==> config.mk <==
export PLATFORM = sky130hd
export DESIGN_NAME = cpu_sequencer
export DESIGN_NICKNAME = d
export VERILOG_FILES = /design/src/rtl/cpu_sequencer.sv
export SDC_FILE = /design/constraint.sdc
export NUM_CORES = 1
export LEC_CHECK = 0
export ABC_AREA = 1
export BUFFER_PORTS_ARGS = -buffer_cell sky130_fd_sc_hd__buf_2
export CORE_ASPECT_RATIO = 1.5
export CORE_MARGIN = 2
export CORE_UTILIZATION = 29
export CTS_BUF_LIST = sky130_fd_sc_hd__clkbuf_16
export CTS_CLUSTER_DIAMETER = 200
export DETAILED_ROUTE_END_ITERATION = 6
export RECOVER_POWER = 100
export SLEW_MARGIN = 10
export SYNTH_ARGS = -nofsm -noshare
export SYNTH_HDL_FRONTEND = slang
export SYNTH_SLANG_ARGS = --single-unit
==> constraint.sdc <==
create_clock -name clk -period 2 [get_ports clk]
set_input_delay 0.4 -clock clk [delete_from_list [all_inputs] [get_ports clk]]
set_output_delay 0.4 -clock clk [all_outputs]
set_load 0.005 [all_outputs]
==> src/rtl/cpu_sequencer.sv <==
// Multi-cycle fetch/decode/write-back sequencer for the regfile + ALU core.
// Ports: clk, rst_n, start (in); imem_req/addr/rdata/valid (fetch handshake);
//   alu_sel, rf_addr1/2/w, rf_we (datapath control); busy, halted, err, pc,
//   retired (status). Define CPU_SEQ_STEP_EN to add step_mode/step inputs and
//   a PAUSE state after each write-back.
module cpu_sequencer #(
  parameter int PC_W    = 8,
  parameter int CNT_W   = 16,
  parameter int TIMEOUT = 15
) (
  input  logic             clk,
  input  logic             rst_n,
  input  logic             start,
`ifdef CPU_SEQ_STEP_EN
  input  logic             step_mode,
  input  logic             step,
`endif
  output logic             imem_req,
  output logic [PC_W-1:0]  imem_addr,
  input  logic [31:0]      imem_rdata,
  input  logic             imem_valid,
  output logic [1:0]       alu_sel,
  output logic [4:0]       rf_addr1,
  output logic [4:0]       rf_addr2,
  output logic [4:0]       rf_addrw,
  output logic             rf_we,
  output logic             busy,
  output logic             halted,
  output logic             err,
  output logic [PC_W-1:0]  pc,
  output logic [CNT_W-1:0] retired
);

  localparam int WC_W = $clog2(TIMEOUT + 1);
  localparam logic [WC_W-1:0] TMO_LAST = WC_W'(TIMEOUT - 1);

  typedef enum logic [2:0] {
    S_IDLE,
    S_FETCH,
    S_WAIT,
    S_EXEC,
    S_WB,
`ifdef CPU_SEQ_STEP_EN
    S_PAUSE,
`endif
    S_HALT
  } state_e;

  state_e           state_q, state_d;
  logic [PC_W-1:0]  pc_q, pc_d;
  logic [31:0]      ir_q, ir_d;
  logic [CNT_W-1:0] ret_q, ret_d, ret_inc;
  logic             err_q, err_d;
  logic [WC_W-1:0]  cnt_q, cnt_d;
  logic             req_q, busy_q, halt_q, we_q;

  // Retired counter sticks at all-ones instead of wrapping.
  assign ret_inc = (&ret_q) ? ret_q : ret_q + 1'b1;

  always_comb begin
    state_d = state_q;
    pc_d    = pc_q;
    ir_d    = ir_q;
    ret_d   = ret_q;
    err_d   = err_q;
    cnt_d   = cnt_q;
    unique case (state_q)
      S_IDLE, S_HALT: begin
        if (start) begin
          pc_d    = '0;
          ret_d   = '0;
          err_d   = 1'b0;
          state_d = S_FETCH;
        end
      end
      S_FETCH: begin
        cnt_d   = '0;
        state_d = S_WAIT;
      end
      S_WAIT: begin
        // A response on the last allowed cycle still wins over timeout.
        if (imem_valid) begin
          ir_d    = imem_rdata;
          state_d = S_EXEC;
        end else if (cnt_q == TMO_LAST) begin
          err_d   = 1'b1;
          state_d = S_HALT;
        end else begin
          cnt_d = cnt_q + 1'b1;
        end
      end
      S_EXEC: begin
        if (ir_q[2:0] == 3'b111) begin
          ret_d   = ret_inc;
          state_d = S_HALT;
        end else begin
          state_d = S_WB;
        end
      end
      S_WB: begin
        pc_d    = pc_q + 1'b1;
        ret_d   = ret_inc;
        state_d = S_FETCH;
`ifdef CPU_SEQ_STEP_EN
        if (step_mode) state_d = S_PAUSE;
`endif
      end
`ifdef CPU_SEQ_STEP_EN
      S_PAUSE: begin
        if (step || !step_mode) state_d = S_FETCH;
      end
`endif
      default: state_d = S_IDLE;
    endcase
  end

  // Status/control flags are registered from the next state so they
  // line up with state_q without a decode after the flops.
  always_ff @(posedge clk) begin
    if (!rst_n) begin
      state_q <= S_IDLE;
      pc_q    <= '0;
      ir_q    <= '0;
      ret_q   <= '0;
      err_q   <= 1'b0;
      cnt_q   <= '0;
      req_q   <= 1'b0;
      busy_q  <= 1'b0;
      halt_q  <= 1'b0;
      we_q    <= 1'b0;
    end else begin
      state_q <= state_d;
      pc_q    <= pc_d;
      ir_q    <= ir_d;
      ret_q   <= ret_d;
      err_q   <= err_d;
      cnt_q   <= cnt_d;
      req_q   <= (state_d == S_FETCH);
      busy_q  <= (state_d == S_FETCH) || (state_d == S_WAIT)
`ifdef CPU_SEQ_STEP_EN
              || (state_d == S_PAUSE)
`endif
              || (state_d == S_EXEC) || (state_d == S_WB);
      halt_q  <= (state_d == S_HALT);
      we_q    <= (state_d == S_WB) && (ir_d[2:0] < 3'd4);
    end
  end

  assign imem_req  = req_q;
  assign imem_addr = pc_q;
  assign alu_sel   = ir_q[1:0];
  assign rf_addr1  = ir_q[12:8];
  assign rf_addr2  = ir_q[17:13];
  assign rf_addrw  = ir_q[22:18];
  assign rf_we     = we_q;
  assign busy      = busy_q;
  assign halted    = halt_q;
  assign err       = err_q;
  assign pc        = pc_q;
  assign retired   = ret_q;

  logic unused_ir;
  assign unused_ir = ^{ir_q[31:23], ir_q[7:3]};

endmodule

==> results by group <==
Route
  – Average wire per standard cell: 12.0 um
  – Detailed Route Iter0 Violations: 128
  – First-pass iteration count of the detailed router: 4
  – Via count: 2732
  – Sum of routed wire length over all layers: 6930 um
  – Drc violations: 0
  – Vias per std cell: 4.72
  – Antenna-violating nets left: 0

Die
  – Area enclosed by the die boundary: 10500 um^2
  – Std cell rows: 43
  – Placeable Area: 9310 um^2
  – Overall die height: 124 um
  – Starting Density: 0.300
  – Number of placed I/O pins: 90
  – Die X-Extent: 84.1 um

Clock tree
  – Clk sinks: 54
  – CTS max path bufs: 2
  – Post-CTS Setup Repair Bufs: 0
  – CTS H-Tree Depth: 2
  – Cell at the root of the clock tree: clkbuf_16
  – Number of gates resized after CTS: 1
  – Number of buffers added to fix hold violations after cts: 0
  – CTS tree: built
  – Clock input transition at the sequential cells of the worst setup and hold paths: 0.07 ns
  – Clock insertion delay at the later pin of the skew report: 0.29 ns
  – TritonCTS buffer count: 5

Worst hold path
  – Startpoint of the lowest-slack hold path: imem_rdata[19]
  – Hold Path Class: in -> reg

Logic synthesis
  – Count of state elements after synthesis: 54
  – Synth Instances: 412
  – Share of the yosys chip area belonging to registers: 0.387
  – Synth Warn #: 0
  – Count of flip-flops with a built-in enable after synthesis: 0
  – Synth Net Count: 452
  – Share of flip-flops with an asynchronous set or reset after synthesis: 0
  – Flip-flop cell with the highest count after synthesis: dfxtp_1
  – Post-synthesis instance area: 2790 um^2
  – Synth unique cells: 31
  – Synthesized area per cell: 6.78 um^2

Finish
  – Count of placed standard cells in the final layout, fillers left out: 579
  – Area Overhead vs Synth: 16.3%
  – Number of antenna repair diodes: 0
  – Final Net Count: 506
  – Most frequent standard cell in the layout excluding fill and tap cells: nor2_1
  – Fraction of layout cells with a size suffix above 1: 0.167
  – Commonest cells after routing, fill and taps aside: nor2_1 (90), nand2_1 (82), buf_2 (57)
  – Total of fill cells in the finished design: 1009

Power
  – Switching power as a share of total power: 0.273
  – Pwr Density: 782 nW/um^2
  – Clock group share of total power: 0.391
  – Cell-internal power: 1.85 mW
  – Net Switching: 0.693 mW
  – Share of total power in sequential cells: 0.465
  – Maximum ir drop on the vdd rail: 370 uV
  – Combinational share of power: 0.144
  – Total power of the final layout: 2.54 mW
  – Static leakage: 1.40 nW

STA
  – Worst Tran Pin Value: 0.706 ns
  – Unrepaired setup endpoints after global routing: false
  – Total negative slack: 0 ns
  – Number of endpoints with negative hold slack in the final report: 0
  – Clk_skew: 0.00708 ns
  – Max Fclk: 0.546 GHz
  – Final min period: 1.83 ns
  – Period utilisation layout: 0.915
  – Final setup fails: 0
  – Worst Slack Setup Final: 0.170 ns
  – Remaining max-slew budget at the tightest pin: 0.529
  – Number of pins with negative max-slew slack in the final report: 0

Placement
  – Port bufs: 75
  – Hpwl dp: 5100 um
  – Placer's final routability congestion estimate: 0.872
  – Pre-CTS setup slack: 0.0211 ns
  – Cells after DPL: 571

Global routing
  – Wire length of the first global-routing pass: 11400 um
  – Initial antenna violation count: 0
  – Largest net degree at the start of global routing: 24
  – Overall fraction of global-route tracks in use: 0.131
  – Number of global-route vias before repair: 2523
  – Global-route congestion overflow total: 0

Critical path
  – Beginning of the critical path: retired[0]
  – Largest fanout on the critical path: 11
  – Critical path required time: 2.18 ns
  – Worst reg2reg startpoint: retired[0]
  – Kind of start point of the critical path: flip-flop
  – Setup crit end kind: flip-flop
  – Setup CP Type: reg -> reg
  – Crit path arrival time: 2.01 ns

Job
  – Maximum capacitance violations: 0

Outcome
  – Status: finished clean
logic make-up after synthesis:
logic type | synth area share
adders and majority gates | 0.0179
AOI/OAI and AO/OA | 0.122
DFF | 0.387
and+or+nand+nor | 0.322
xor gates and xnor gates | 0.0157
buffers and inverters | 0.136
state kept, by name, indices dropped and copies added (netlist names):
register and flops:
halted 1, cnt_q 4, retired 16, imem_addr 8, state_q 3, imem_req 1, rf_we 1, busy 1
err 1, ir_q 18
synth_stat cells (2+ instances only):
cell,n,area [um^2]
nand2_2,3,18.8
inv_1,30,113
buf_2,3,15.0
inv_2,2,7.51
dfxtp_1,54,1080
ha_1,4,50.1
nand2_1,80,300
nand3_1,27,135
clkinv_1,2,7.51
clkbuf_1,5,18.8
o21ai_1,2,10.0
a21oi_1,25,125
buf_4,26,195
nor2_1,88,330
xor2_1,4,35.0
nand4_1,7,43.8
nor3_1,3,15.0
o211ai_1,2,15.0
nor2_2,5,31.3
o21bai_1,2,15.0
a211oi_1,2,15.0
buf_6,2,22.5
o21ai_0,26,130
power by group through the flow:
| stage | sequential [mW] | clock, mW | combinational [mW] |
|---|---|---|---|
| floorplan | 1.19 | 0 | 0.298 |
| global placement | 1.20 | 0 | 0.366 |
| detailed placement | 1.20 | 0 | 0.374 |
| CTS | 1.18 | 1.02 | 0.378 |
| global route | 1.19 | 1.05 | 0.421 |
| finish | 1.18 | 0.994 | 0.366 |
worst max-delay path: stages (launching register included):
cell     delay (ns)
dfxtp_1        0.41
ha_1           0.24
nand3_1        0.12
nor2_1         0.21
nand3_1        0.11
nand3_1        0.37
nor2_1         0.10
nor2_1         0.11
nor2_1         0.05
metrics by stage:
| stage | utilization | area (um^2) | hold slack [ns] |
|---|---|---|---|
| 4_1_cts | 0.354 | 3290 | 0.321 |
| 5_1_grt | 0.349 | 3250 | 0.327 |
| 3_3_place_gp | 0.335 | 3120 | 0.462 |
| 2_1_floorplan | - | 2790 | 0.444 |
| 6_report | 0.349 | 3250 | 0.326 |
| 3_5_place_dp | 0.335 | 3120 | 0.463 |
final timing paths:
path            endpoint  slack, ns  cells past startpoint
max          retired[15]       0.17                      8
min             ir_q[19]       0.33                      3
max reg2reg  retired[15]       0.17                      8
min reg2reg          err       0.47                      2
per-layer routing:
metal / GRT usage / routed length, um
met3: 0.0305 / 362
met1: 0.154 / 3020
met5: 0 / 0
met2: 0.224 / 3420
met4: 0.0550 / 132
layout make-up:
cell class,instances,area [um^2],area share
Multi-Input combinational cell,288,1330,0.409
Sequential cell,54,1080,0.333
Timing Repair Buffer,83,402,0.124
Tap cell,112,140,0.0431
Inverter,34,128,0.0393
Clock buffer,5,125,0.0385
Clock inverter,3,43.8,0.0135
Note: power is estimated with default switching activity, not from simulation.
